===== src/rtl/link_arbiter.sv =====
// link_arbiter: two 4-phase req/ack masters sharing one slave link.
// Grants whole bursts; releases on BURST handshakes or GAP idle cycles.
//
// Ports:
//   clk, rst           clock, synchronous active-high reset
//   m0_req/m0_data     master 0 request and byte (in), m0_ack (out)
//   m1_req/m1_data     master 1 request and byte (in), m1_ack (out)
//   s_req/s_data       forwarded request and byte to the slave (out)
//   s_ack              slave acknowledge (in)
//   grant              registered one-hot owner, 01=m0 10=m1 00=none
//   busy               high whenever a master owns the link
module link_arbiter #(
    parameter int unsigned BURST = 4,
    parameter int unsigned GAP   = 3
) (
    input  logic       clk,
    input  logic       rst,
    input  logic       m0_req,
    input  logic [7:0] m0_data,
    output logic       m0_ack,
    input  logic       m1_req,
    input  logic [7:0] m1_data,
    output logic       m1_ack,
    output logic       s_req,
    output logic [7:0] s_data,
    input  logic       s_ack,
    output logic [1:0] grant,
    output logic       busy
);

    localparam logic [3:0] BURST_C = 4'(BURST);
    localparam logic [3:0] GAP_C   = 4'(GAP);

    typedef enum logic [1:0] {
        ST_IDLE,
        ST_OWN,
        ST_ACKED,
        ST_GAP
    } state_e;

    state_e     state_q, state_d;
    logic [1:0] grant_q, grant_d;
    logic [3:0] cnt_q,   cnt_d;
    logic [3:0] tmr_q,   tmr_d;
    logic       pri_q,   pri_d;

    logic       own_req;
    logic       pick_m1;
    logic [3:0] cnt_inc;
    logic [3:0] tmr_inc;

    // Only the granted master's request can ever reach the slave.
    assign own_req = (grant_q[0] & m0_req) | (grant_q[1] & m1_req);

    // m1 wins when it asks alone, or on a tie while pri favours it.
    assign pick_m1 = m1_req & (~m0_req | pri_q);

    assign cnt_inc = cnt_q + 4'd1;
    assign tmr_inc = tmr_q + 4'd1;

    always_comb begin
        state_d = state_q;
        grant_d = grant_q;
        cnt_d   = cnt_q;
        tmr_d   = tmr_q;
        pri_d   = pri_q;
        unique case (state_q)
            ST_IDLE: begin
                if (m0_req | m1_req) begin
                    state_d = ST_OWN;
                    grant_d = pick_m1 ? 2'b10 : 2'b01;
                    cnt_d   = 4'd0;
                    tmr_d   = 4'd0;
                end
            end
            ST_OWN: begin
                // An owner that drops req early just parks here.
                if (s_ack) begin
                    state_d = ST_ACKED;
                end
            end
            ST_ACKED: begin
                if (!s_ack) begin
                    cnt_d = cnt_inc;
                    if (cnt_inc == BURST_C) begin
                        state_d = ST_IDLE;
                        grant_d = 2'b00;
                        // Favour the other master next time.
                        pri_d   = grant_q[0];
                    end else begin
                        state_d = ST_GAP;
                        tmr_d   = 4'd0;
                    end
                end
            end
            ST_GAP: begin
                if (own_req) begin
                    state_d = ST_OWN;
                end else begin
                    tmr_d = tmr_inc;
                    if (tmr_inc == GAP_C) begin
                        state_d = ST_IDLE;
                        grant_d = 2'b00;
                        pri_d   = grant_q[0];
                    end
                end
            end
            default: begin
                state_d = ST_IDLE;
                grant_d = 2'b00;
            end
        endcase
    end

    always_ff @(posedge clk) begin
        if (rst) begin
            state_q <= ST_IDLE;
            grant_q <= 2'b00;
            cnt_q   <= 4'd0;
            tmr_q   <= 4'd0;
            pri_q   <= 1'b0;
        end else begin
            state_q <= state_d;
            grant_q <= grant_d;
            cnt_q   <= cnt_d;
            tmr_q   <= tmr_d;
            pri_q   <= pri_d;
        end
    end

    assign grant  = grant_q;
    assign busy   = |grant_q;
    assign s_req  = own_req;
    assign s_data = ({8{grant_q[0]}} & m0_data)
                  | ({8{grant_q[1]}} & m1_data);
    assign m0_ack = grant_q[0] & s_ack;
    assign m1_ack = grant_q[1] & s_ack;

endmodule


===== config.mk =====
export PLATFORM = sky130hd
export DESIGN_NAME = link_arbiter
export DESIGN_NICKNAME = d
export VERILOG_FILES = /design/src/rtl/link_arbiter.sv
export SDC_FILE = /design/constraint.sdc
export NUM_CORES = 1
export LEC_CHECK = 0
export ABC_AREA = 1
export CORE_MARGIN = 4
export CORE_UTILIZATION = 49
export CTS_BUF_LIST = sky130_fd_sc_hd__clkbuf_8
export CTS_CLUSTER_DIAMETER = 80
export DETAILED_ROUTE_END_ITERATION = 12
export MAX_ROUTING_LAYER = met4
export PLACE_DENSITY = 0.87
export RECOVER_POWER = 25
export SYNTH_ARGS = -nofsm -noshare
export SYNTH_HDL_FRONTEND = slang
export SYNTH_SLANG_ARGS = --single-unit

===== constraint.sdc =====
create_clock -name clk -period 2.1 [get_ports clk]
set_input_delay 0.525 -clock clk [delete_from_list [all_inputs] [get_ports clk]]
set_output_delay 0.525 -clock clk [all_outputs]
set_load 0.1 [all_outputs]

==> results of run 1 <==
[layout make-up]
class,count,area share [%]
multi-input cells,111,39.11
repair buffers,34,31.81
flip-flops and latches,13,17.23
inverters,26,6.794
clock buffers,3,2.734
well taps,25,2.071
clock inverters,1,0.2485
[state kept, by name (all words and copies together) (netlist names)]
name,cells
cnt_q,4
pri_q,1
grant,2
state_q,2
tmr_q,4
[cells in the mapped netlist]
cell                       count
sky130_fd_sc_hd__nand2_1      39
sky130_fd_sc_hd__nor2_1       27
sky130_fd_sc_hd__inv_1        19
sky130_fd_sc_hd__dfxtp_1      13
sky130_fd_sc_hd__nand3_1       9
sky130_fd_sc_hd__a22o_1        8
sky130_fd_sc_hd__o21ai_1       5
sky130_fd_sc_hd__a21oi_1       4
sky130_fd_sc_hd__ha_1          4
sky130_fd_sc_hd__inv_2         4
sky130_fd_sc_hd__nand2_2       3
sky130_fd_sc_hd__clkinv_1      2
sky130_fd_sc_hd__nand4_1       2
sky130_fd_sc_hd__nor2_2        2
sky130_fd_sc_hd__nor2_4        2
sky130_fd_sc_hd__o21ai_0       2
sky130_fd_sc_hd__buf_2         1
sky130_fd_sc_hd__buf_4         1
sky130_fd_sc_hd__clkbuf_1      1
sky130_fd_sc_hd__clkinv_4      1
sky130_fd_sc_hd__nand2_4       1
sky130_fd_sc_hd__nand3_2       1
sky130_fd_sc_hd__nand3_4       1
sky130_fd_sc_hd__o211ai_1      1
[logic make-up after synthesis]
logic type	share of synthesized area, %
AND/OR/NAND/NOR	41.46
AO/OA/AOI/OAI	13.82
buffers and inverters	12.39
flip-flops	27.12
adder cells (fa/ha/maj)	5.215
[per-stage QoR]
| stage | setup slack [ps] | hold slack [ps] |
|---|---|---|
| floorplan | 0.1474 | 447.1 |
| global placement | 176.9 | 471.3 |
| detailed placement | 116.8 | 479.1 |
| CTS | 109.5 | 486.8 |
| global route | 82.85 | 543.6 |
| finish | 125.3 | 485.7 |
[cells in the final DEF (no fill, tap or decap), types with 3 or more instances in the layout]
cell and count:
sky130_fd_sc_hd__clkdlybuf4s50_1 20, sky130_fd_sc_hd__inv_1 21, sky130_fd_sc_hd__nor2_1 28, sky130_fd_sc_hd__ha_1 4
sky130_fd_sc_hd__dfxtp_1 13, sky130_fd_sc_hd__nand2_2 4, sky130_fd_sc_hd__buf_12 14, sky130_fd_sc_hd__nand3_1 9
sky130_fd_sc_hd__inv_2 3, sky130_fd_sc_hd__clkbuf_8 3, sky130_fd_sc_hd__o21ai_1 5, sky130_fd_sc_hd__nand2_1 38
sky130_fd_sc_hd__a21oi_1 4, sky130_fd_sc_hd__a22o_2 8
[critical path, stage by stage]
cell                              delay [ps]
sky130_fd_sc_hd__clkdlybuf4s50_1         530
sky130_fd_sc_hd__nand2_1                  80
sky130_fd_sc_hd__inv_1                   130
sky130_fd_sc_hd__buf_12                  180
[how the worst max path moves through the flow]
stage              from      to  slack [ps]  depth (start not counted)
6_report          s_ack  m0_ack         130                          4
5_1_grt           s_ack  m0_ack          80                          4
4_1_cts           s_ack  m0_ack         110                          4
3_5_place_dp      s_ack  m0_ack         120                          4
3_3_place_gp     m0_req   s_req         180                          4
2_1_floorplan  grant[1]  m1_ack         0.1                          3
[metal layers]
| metal | routed length [um] | share of wire, % | global-route usage [%] | up-vias |
|---|---|---|---|---|
| li1 | - | - | - | 547 |
| met1 | 1084 | 37 | 22.82 | 528 |
| met2 | 1458 | 50 | 44.56 | 64 |
| met3 | 289 | 10 | 5.983 | 11 |
| met4 | 70 | 2.4 | 9.362 | 0 |
| met5 | 0 | 0 | - | - |
==> flow_summary.rst, run 1 <==
.. list-table::
   :header-rows: 1

   * - Metric
     - Value
   * - Total routed wirelength
     - 2904 um
   * - Outcome
     - complete, no violations
   * - Antenna Nets Post-Route
     - 0
   * - Worst setup EP type
     - output port
   * - Core Area
     - 1783 um^2
   * - Inst Count DP
     - 209
   * - Share of the yosys chip area belonging to registers
     - 27.12%
   * - I/O pin count
     - 35
   * - Hold endpoint
     - cnt_q[3]
   * - Required time at the worst-slack endpoint
     - 1570 ps
   * - Library cell occupying the most area in the post-synthesis netlist
     - sky130_fd_sc_hd__dfxtp_1
   * - Clock Root Buffer
     - sky130_fd_sc_hd__clkbuf_8
   * - Final worst-path cycle share
     - 94.03%
   * - Number of iterations in the first detailed-routing pass
     - 4
   * - Top achievable clock speed
     - 506.4 MHz
   * - Start point of the worst min-delay path
     - cnt_q[3]
   * - Initial DRC count
     - 32
   * - Buffer depth of the longest clock path
     - 2
   * - Number of port buffers
     - 34
   * - Fill count
     - 106
   * - Die Y
     - 52.26 um
   * - Largest net degree at the start of global routing
     - 14
   * - Minimum period implied by the final worst setup slack
     - 1975 ps
   * - Clock tree from TritonCTS
     - built
   * - Area growth from synthesis to layout
     - 57.37%
   * - Share of final-layout standard cells stronger than drive strength 1
     - 20.74%
   * - Wirelength per Cell
     - 13.63 um
   * - Net Count, Synth
     - 178
   * - Number of pins exceeding their max-slew limit in the final report
     - 0
   * - Max cap viols
     - 0
   * - Final hold violation count
     - 0
   * - Clock buffer count from CTS
     - 3
   * - Post-Synthesis Cells
     - 153
   * - Number of gates resized after cts
     - 0
   * - Footprint of the multi-input gates
     - 590.6 um^2
   * - Die outline width
     - 52.26 um
   * - Final estimated routing congestion in global placement
     - 0.7767
   * - Setup violation total in the final timing report
     - 0
   * - Classification of the worst-slack hold path
     - flop to flop
   * - Number of levels the H-tree was split into
     - 1
   * - Number of nets in the finished design
     - 214
   * - Worst-margin pin slew
     - 499.3 ps
   * - Area post-placement
     - 1471 um^2
   * - Proportion of netlist area held by the largest area contributor
     - 27.12%
   * - Mapped Area
     - 959.7 um^2
   * - Yosys warning total
     - 0
   * - Post-Layout Inst Area
     - 1510 um^2
   * - Overflow left after global routing
     - 0
   * - Startpoint Class
     - primary input
   * - Leading cell types by total area after synthesis
     - sky130_fd_sc_hd__dfxtp_1 (27%), sky130_fd_sc_hd__nand2_1 (15%), sky130_fd_sc_hd__nor2_1 (11%), sky130_fd_sc_hd__inv_1 (7.4%), sky130_fd_sc_hd__a22o_1 (7.3%)
   * - Effective utilization at floorplan
     - 53.82%
   * - Wire length of the first global-routing pass
     - 4761 um
   * - Via-to-Cell Ratio
     - 5.399
   * - Clock tree skew after final layout
     - 0.7492 ps
   * - Number of antenna violations at the first check in global routing
     - 0
   * - Type of the worst setup path
     - primary input to output port
   * - Full die area
     - 2731 um^2
   * - Post-CTS setup buffer count
     - 0
   * - Sum of net half-perimeters after detailed placement
     - 2361 um
   * - Vias in the first global route
     - 1125
   * - Rows
     - 15
   * - Critical path arrival
     - 1450 ps
   * - Average instance area after synthesis
     - 6.272 um^2
   * - Max transition margin
     - 66.67%
   * - Number of cell instances on the worst register-to-register path
     - 10
   * - Drc violations
     - 0
   * - Overall via count from detail_route
     - 1150
   * - Antenna diode count
     - 0
   * - Unrepaired setup endpoints after global routing
     - no
   * - Worst r2r dst
     - pri_q
   * - Final core utilization
     - 84.70%
   * - CP Max Fanout
     - 4
   * - Number of cells on the worst hold path
     - 2
   * - Worst-case register-to-register setup slack
     - 470 ps
   * - R2r startpoint
     - cnt_q[0]
   * - Register bit count reported by yosys
     - 13
   * - Global-route usage over all layers
     - 23.63%
   * - Library cells used by synthesis
     - 24
   * - Clock-pin slew reported for the worst setup and hold paths after clock tree synthesis
     - 50 ps
   * - Final standard cell count with taps included and fillers excluded
     - 213
   * - Clock latency reported for the late side of the worst-skew pair
     - 240 ps
   * - Area of all sequential standard cells
     - 260.3 um^2
   * - Hold_buf cts
     - 0
   * - TritonCTS sink count
     - 13
   * - Post-route setup TNS
     - 0 ps
Power of run 1 is left out: the tool's default activity adds up to more than one toggle a clock period on the data nets, which glitch-free logic cannot reach.
==> run 2, diff against run 1 <==
--- a/config.mk
+++ b/config.mk
@@ -17,3 +17,4 @@
 export SYNTH_ARGS = -nofsm -noshare
 export SYNTH_HDL_FRONTEND = slang
 export SYNTH_SLANG_ARGS = --single-unit
+export TNS_END_PERCENT = 20
==> results of run 2 <==
The final DEF is identical to that of run 1; final timing and power are the same.
Power of run 2 is left out for the same reason.
